--- config.mk ---
export PLATFORM = sky130hd
export DESIGN_NAME = xosera_spi_bridge
export DESIGN_NICKNAME = d
export VERILOG_FILES = /design/src/rtl/xosera_spi_bridge_pkg.sv /design/src/rtl/xosera_spi_bridge_sync2.sv /design/src/rtl/xosera_spi_bridge.sv
export SDC_FILE = /design/constraint.sdc
export NUM_CORES = 1
export LEC_CHECK = 0
export CAP_MARGIN = 10
export CORE_UTILIZATION = 46
export DETAILED_ROUTE_END_ITERATION = 7
export DONT_BUFFER_PORTS = 1
export GPL_ROUTABILITY_DRIVEN = 0
export SLEW_MARGIN = 30
export SYNTH_ARGS = -nofsm -noshare
export SYNTH_HDL_FRONTEND = slang
export SYNTH_HIERARCHICAL = 1
export SYNTH_SLANG_ARGS = --single-unit
--- constraint.sdc ---
create_clock -name clk -period 2.57 [get_ports clk]
set_input_delay 0.3855 -clock clk [delete_from_list [all_inputs] [get_ports clk]]
set_output_delay 0.3855 -clock clk [all_outputs]
set_load 0.05 [all_outputs]
--- src/rtl/xosera_spi_bridge_pkg.sv ---
// ============================================================================
//  Module   : xosera_spi_bridge_pkg
//  Brief    : Shared constants, command-byte field positions and FSM state
//             encoding for the SPI-to-Xosera host-bus bridge.
//  Revision : 1.0  initial release
// ============================================================================
`default_nettype none

package xosera_spi_bridge_pkg;

  // Command byte field positions
  localparam int SPICMD_RNW     = 7;
  localparam int SPICMD_WORD    = 6;
  localparam int SPICMD_BYTESEL = 5;
  localparam int SPICMD_REG     = 0;
  localparam int SPICMD_REG_W   = 4;

  // Xosera host-bus signal polarities
  localparam logic cs_ENABLED  = 1'b0;
  localparam logic cs_DISABLED = 1'b1;
  localparam logic RnW_READ    = 1'b1;
  localparam logic RnW_WRITE   = 1'b0;

  // Bridge FSM states
  typedef enum logic [2:0] {
    ST_IDLE   = 3'd0,
    ST_WAIT   = 3'd1,
    ST_SETUP  = 3'd2,
    ST_STROBE = 3'd3,
    ST_HOLD   = 3'd4
  } spi_bridge_state_t;

  // Largest of three cycle counts; sizes the shared phase counter
  function automatic int max3(input int a, input int b, input int c);
    int m;
    m = (a > b) ? a : b;
    return (m > c) ? m : c;
  endfunction

endpackage

`default_nettype wire

--- src/rtl/xosera_spi_bridge_sync2.sv ---
// ============================================================================
//  Module   : xosera_sync2
//  Brief    : Two-flop synchronizer with asynchronous active-low reset and a
//             selectable reset value.
//  Revision : 1.0  initial release
// ============================================================================
`default_nettype none

module xosera_sync2 #(
  parameter logic RESET_VALUE = 1'b0
) (
  input  logic clk,
  input  logic reset_n_i,
  input  logic d_i,
  output logic q_o
);

  logic meta_q;
  logic sync_q;

  // Shift the asynchronous input through two flops to resolve metastability
  always_ff @(posedge clk or negedge reset_n_i) begin
    if (!reset_n_i) begin
      meta_q <= RESET_VALUE;
      sync_q <= RESET_VALUE;
    end else begin
      meta_q <= d_i;
      sync_q <= meta_q;
    end
  end

  assign q_o = sync_q;

endmodule

`default_nettype wire

--- src/rtl/xosera_spi_bridge.sv ---
// ============================================================================
//  Module   : xosera_spi_bridge
//  Brief    : Converts an SPI command/data byte stream into timed Xosera
//             host-bus cycles and returns read data for SPI shift-out.
//  Revision : 1.0  initial release
// ============================================================================
`default_nettype none

module xosera_spi_bridge
  import xosera_spi_bridge_pkg::*;
#(
  parameter int SETUP_CYCLES = 1,
  parameter int CS_CYCLES    = 4,
  parameter int HOLD_CYCLES  = 1
) (
  input  logic       clk,
  input  logic       reset_n_i,
  input  logic       spi_cs_n_i,
  input  logic       receive_strobe_i,
  input  logic [7:0] receive_byte_i,
  input  logic       transmit_strobe_i,
  output logic [7:0] transmit_byte_o,
  output logic       bus_cs_n_o,
  output logic       bus_rd_nwr_o,
  output logic [3:0] bus_reg_num_o,
  output logic       bus_bytesel_o,
  output logic [7:0] bus_data_o,
  input  logic [7:0] bus_data_i,
  output logic       busy_o,
  output logic       overrun_o
);

  localparam int MAX_CYC = max3(SETUP_CYCLES, CS_CYCLES, HOLD_CYCLES);
  localparam int CNT_W   = (MAX_CYC > 1) ? $clog2(MAX_CYC) : 1;

  localparam logic [CNT_W-1:0] SETUP_LAST = CNT_W'(SETUP_CYCLES - 1);
  localparam logic [CNT_W-1:0] CS_LAST    = CNT_W'(CS_CYCLES - 1);
  localparam logic [CNT_W-1:0] HOLD_LAST  = CNT_W'(HOLD_CYCLES - 1);

  spi_bridge_state_t state_q;
  logic [CNT_W-1:0]  cnt_q;

  logic       bus_cs_n_q;
  logic       rd_nwr_q;
  logic [3:0] reg_num_q;
  logic       bytesel_q;
  logic [7:0] data_q;
  logic [7:0] tx_byte_q;
  logic       busy_q;
  logic       overrun_q;
  logic       word_q;
  logic       pend_valid_q;
  logic [7:0] pend_byte_q;
  logic       tx_pend_q;

  logic spi_cs_sync;
  logic cs_active;
  logic in_cycle;
  logic last_hold;

  xosera_sync2 #(
    .RESET_VALUE (1'b1)
  ) u_cs_sync (
    .clk       (clk),
    .reset_n_i (reset_n_i),
    .d_i       (spi_cs_n_i),
    .q_o       (spi_cs_sync)
  );

  assign cs_active = (spi_cs_sync == 1'b0);
  assign in_cycle  = (state_q == ST_SETUP) || (state_q == ST_STROBE) || (state_q == ST_HOLD);
  assign last_hold = (state_q == ST_HOLD) && (cnt_q == HOLD_LAST);

  // Bridge FSM: command decode, byte buffering and bus-cycle timing
  always_ff @(posedge clk or negedge reset_n_i) begin
    if (!reset_n_i) begin
      state_q      <= ST_IDLE;
      cnt_q        <= '0;
      bus_cs_n_q   <= cs_DISABLED;
      rd_nwr_q     <= RnW_READ;
      reg_num_q    <= 4'h0;
      bytesel_q    <= 1'b0;
      data_q       <= 8'h00;
      tx_byte_q    <= 8'h00;
      busy_q       <= 1'b0;
      overrun_q    <= 1'b0;
      word_q       <= 1'b0;
      pend_valid_q <= 1'b0;
      pend_byte_q  <= 8'h00;
      tx_pend_q    <= 1'b0;
    end else begin
      // Absorb traffic that arrives while a bus cycle is running; the last
      // HOLD cycle handles its own arrivals because the pending slot frees up
      if (in_cycle && !last_hold) begin
        if (rd_nwr_q == RnW_WRITE && receive_strobe_i) begin
          if (pend_valid_q) begin
            overrun_q <= 1'b1;
          end else begin
            pend_valid_q <= 1'b1;
            pend_byte_q  <= receive_byte_i;
          end
        end
        if (rd_nwr_q == RnW_READ && transmit_strobe_i) begin
          tx_pend_q <= 1'b1;
        end
      end

      case (state_q)
        ST_IDLE: begin
          if (cs_active && receive_strobe_i) begin
            rd_nwr_q     <= receive_byte_i[SPICMD_RNW];
            word_q       <= receive_byte_i[SPICMD_WORD];
            reg_num_q    <= receive_byte_i[SPICMD_REG +: SPICMD_REG_W];
            bytesel_q    <= receive_byte_i[SPICMD_WORD] ? 1'b0 : receive_byte_i[SPICMD_BYTESEL];
            overrun_q    <= 1'b0;
            pend_valid_q <= 1'b0;
            tx_pend_q    <= 1'b0;
            cnt_q        <= '0;
            if (receive_byte_i[SPICMD_RNW] == RnW_READ) begin
              state_q <= ST_SETUP;
              busy_q  <= 1'b1;
            end else begin
              state_q <= ST_WAIT;
            end
          end
        end

        ST_WAIT: begin
          if (!cs_active) begin
            state_q <= ST_IDLE;
          end else if (rd_nwr_q == RnW_WRITE && receive_strobe_i) begin
            data_q  <= receive_byte_i;
            state_q <= ST_SETUP;
            busy_q  <= 1'b1;
            cnt_q   <= '0;
          end else if (rd_nwr_q == RnW_READ && transmit_strobe_i) begin
            state_q <= ST_SETUP;
            busy_q  <= 1'b1;
            cnt_q   <= '0;
          end
        end

        ST_SETUP: begin
          if (cnt_q == SETUP_LAST) begin
            cnt_q      <= '0;
            bus_cs_n_q <= cs_ENABLED;
            state_q    <= ST_STROBE;
          end else begin
            cnt_q <= cnt_q + 1'b1;
          end
        end

        ST_STROBE: begin
          if (cnt_q == CS_LAST) begin
            cnt_q      <= '0;
            bus_cs_n_q <= cs_DISABLED;
            state_q    <= ST_HOLD;
            if (rd_nwr_q == RnW_READ) begin
              tx_byte_q <= bus_data_i;
            end
          end else begin
            cnt_q <= cnt_q + 1'b1;
          end
        end

        ST_HOLD: begin
          if (cnt_q == HOLD_LAST) begin
            cnt_q <= '0;
            if (word_q) begin
              bytesel_q <= ~bytesel_q;
            end
            if (!cs_active) begin
              // Frame ended during the cycle: drop anything still queued
              state_q      <= ST_IDLE;
              busy_q       <= 1'b0;
              pend_valid_q <= 1'b0;
              tx_pend_q    <= 1'b0;
            end else if (rd_nwr_q == RnW_WRITE) begin
              if (pend_valid_q) begin
                data_q       <= pend_byte_q;
                state_q      <= ST_SETUP;
                pend_valid_q <= receive_strobe_i;
                if (receive_strobe_i) begin
                  pend_byte_q <= receive_byte_i;
                end
              end else if (receive_strobe_i) begin
                data_q  <= receive_byte_i;
                state_q <= ST_SETUP;
              end else begin
                state_q <= ST_WAIT;
                busy_q  <= 1'b0;
              end
            end else begin
              tx_pend_q <= 1'b0;
              if (tx_pend_q || transmit_strobe_i) begin
                state_q <= ST_SETUP;
              end else begin
                state_q <= ST_WAIT;
                busy_q  <= 1'b0;
              end
            end
          end else begin
            cnt_q <= cnt_q + 1'b1;
          end
        end

        default: begin
          state_q <= ST_IDLE;
        end
      endcase
    end
  end

  assign transmit_byte_o = tx_byte_q;
  assign bus_cs_n_o      = bus_cs_n_q;
  assign bus_rd_nwr_o    = rd_nwr_q;
  assign bus_reg_num_o   = reg_num_q;
  assign bus_bytesel_o   = bytesel_q;
  assign bus_data_o      = data_q;
  assign busy_o          = busy_q;
  assign overrun_o       = overrun_q;

endmodule

`default_nettype wire

==> results.sh <==
export IMPL_outcome="complete, but fails checks"
export IMPL_violations="design-rule violations"
export IMPL_relSlewSlack=0.648
export IMPL_cts_setup_buffers=0
export IMPL_timing_fmax_mhz=439
export IMPL_power_density_nw_per_um2=1390
export IMPL_initial_core_util=0.486
export IMPL_dieWidth_um=70.5
export IMPL_worst_slew_pin_slew_ps=526
export IMPL_fin_skew_ps=7.65
export IMPL_ys_seq_area_frac=0.501
export IMPL_dieArea_sq_um=4970
export IMPL_grt_pass1_wl_mm=7.31
export IMPL_critical_path_required_ps=2750
export IMPL_crit_type="register to register"
export IMPL_wirelength_mm=4.23
export IMPL_worstPathArrival_ps=2450
export IMPL_pwr_share_seq=0.590
export IMPL_cts_buffers=5
export IMPL_grt_pass1_vias=1485
export IMPL_hold_violations=0
export IMPL_path_clk_slew_ps=80
export IMPL_setup_tns_final_ps=0
export IMPL_peakVddDrop_mv=0.675
export IMPL_start_kind="register"
export IMPL_clock_sinks=43
export IMPL_cts_root_buf="clkbuf_8"
export IMPL_drive_above_1_share=0.365
export IMPL_rsz0062_at_grt="no"
export IMPL_maxCapViolations=0
export IMPL_setup_violations=0
export IMPL_maxSlewViolCount=0
export IMPL_num_fill_cells=400
export IMPL_fin_util=0.526
export IMPL_final_cell_mix="dfrtp_1 (39), mux2_2 (38), nor2_1 (12)"
export IMPL_final_common_cell="dfrtp_1"
export IMPL_intPower_mw=1.67
export IMPL_clockBufferDepth=2
export IMPL_multi_input_area_sq_um=1020
export IMPL_final_min_clock_period_ps=2280
export IMPL_clk_latency_ps=290
export IMPL_critPathMaxFanout=8
export IMPL_power_switching_mw=1.58
export IMPL_nets=201
export IMPL_cp_end_kind="register"
export IMPL_num_rows=24
export IMPL_synth_net_count=195
export IMPL_ys_ff_latch=43
export IMPL_synth_edf_count=0
export IMPL_hp_class="input pin to register"
export IMPL_grt_usage=0.191
export IMPL_diodes=0
export IMPL_antenna_found_initial=0
export IMPL_ant_nets=0
export IMPL_drt_pass1_iterations=6
export IMPL_syn_cell_area_sq_um=2160
export IMPL_ys_dominant_reg_cell="dfrtp_1"
export IMPL_drt_iter0_markers=61
export IMPL_overflow=0
export IMPL_placement_io_buffers=0
export IMPL_yosysWarnings=6
export IMPL_post_cts_resize_count=0
export IMPL_pwr_share_clk=0.136
export IMPL_period_share=0.886
export IMPL_post_drt_wl_per_cell_um=18.4
export IMPL_regArea_sq_um=1080
export IMPL_async_flop_share=1.00
export IMPL_core_area_sq_um=4440
export IMPL_cts_tree="built"
export IMPL_num_vias=1386
export IMPL_synthesis_instances=171
export IMPL_p_total_mw=3.25
export IMPL_leakagePower_nw=0.961
export IMPL_drc=2
export IMPL_ys_types=50
export IMPL_viasPerCell=6.03
export IMPL_area_growth_syn_to_layout_pct=8.23
export IMPL_p_sw_frac=0.485
export IMPL_io_pins=46
export IMPL_grt_max_degree=44
export IMPL_pwr_share_comb=0.274
export IMPL_hpwl_mm=3.06
export IMPL_avgSynthCellArea_sq_um=12.6
export IMPL_htreeDepth=2
export IMPL_die_h_um=70.5
[repair_timing]
item,4_1_cts,5_1_grt
setup endpoints to repair,0,0
endpoints found under the hold margin,43,0
hold buffers,2,0
[synth_stat cells (2+ instances only)]
cell type	number	area, sq um
o21ai_0	5	25.0
dfrtp_1	39	976
nor3b_1	2	15.0
inv_1	6	22.5
nand2b_1	3	18.8
nor2b_1	3	18.8
mux2_2	38	428
mux2_1	2	22.5
dfstp_2	4	105
nand2_1	9	33.8
a21oi_1	5	25.0
a22o_1	2	17.5
ha_1	3	37.5
clkbuf_1	3	11.3
nor2_1	12	45.0
[per-layer routing]
metal	up-vias	wire, um	track usage
met5	-	0	0
met4	0	41	0.0658
li1	639	-	-
met3	4	279	0.0592
met1	699	1810	0.239
met2	44	2100	0.313
[through the flow]
| step | hold slack [ps] | cells | instance area, sq um | setup WS (ps) |
|---|---|---|---|---|
| after floorplan | 89.9 | 171 | 2160 | 574 |
| after global placement | 91.0 | 220 | 2210 | 393 |
| after detailed placement | 90.9 | 220 | 2210 | 286 |
| after CTS | 74.6 | 230 | 2340 | 269 |
| after global routing | 70.6 | 230 | 2340 | 171 |
| final | 89.1 | 230 | 2340 | 294 |
[power groups by stage]
stage,logic [mW],clock network (mW),registers (mW)
5_1_grt,0.991,0.487,1.97
4_1_cts,0.893,0.457,1.93
3_5_place_dp,0.873,0,1.94
6_report,0.891,0.443,1.92
2_1_floorplan,0.758,0,1.84
3_3_place_gp,0.829,0,1.92
[critical path: stages, from the launching register on]
cell	delay (ps)
dfrtp_1	410
inv_1	100
ha_1	300
and4bb_2	320
nand2_1	110
a211oi_4	530
mux2_2	400
[sequential cells by signal, summed over array words and instances, names as in the netlist]
register / count
overrun_o: 1
u_cs_sync/q_o: 1
pend_byte_q: 8
bus_cs_n_o: 1
bus_rd_nwr_o: 1
u_cs_sync/meta_q: 1
busy_o: 1
transmit_byte_o: 8
bus_bytesel_o: 1
tx_pend_q: 1
state_q: 3
bus_reg_num_o: 4
pend_valid_q: 1
cnt_q: 2
bus_data_o: 8
word_q: 1
[area by class of cell]
type,instances,share of cell area
clock inverter,1,0.00375
tap,52,0.0278
clock buffer,7,0.0369
timing repair buffer,5,0.0225
sequential,43,0.463
inverter,6,0.00964
multi-input combinational,116,0.437
[cells by family after synthesis]
group / synth area share
AO/OA/AOI/OAI: 0.119
adder cells (fa/ha/maj): 0.0174
buffers and inverters: 0.0266
flip-flops: 0.501
multiplexers: 0.209
AND/OR/NAND/NOR: 0.127
[final timing paths]
| path | slack (ps) | cells after the start | startpoint | endpoint |
|---|---|---|---|---|
| worst max-delay path | 290 | 6 | cnt_q[0] | bus_data_o[6] |
| worst min-delay path | 90 | 0 | spi_cs_n_i | u_cs_sync/meta_q |
| worst max register to register | 290 | 6 | cnt_q[0] | bus_data_o[6] |
| worst min register to register | 360 | 0 | u_cs_sync/meta_q | u_cs_sync/q_o |
| max in group asynchronous | 1750 | 2 | reset_n_i | u_cs_sync/q_o |
| min in group asynchronous | 540 | 2 | reset_n_i | bus_reg_num_o[2] |
Note: power is estimated with default switching activity, not from simulation.
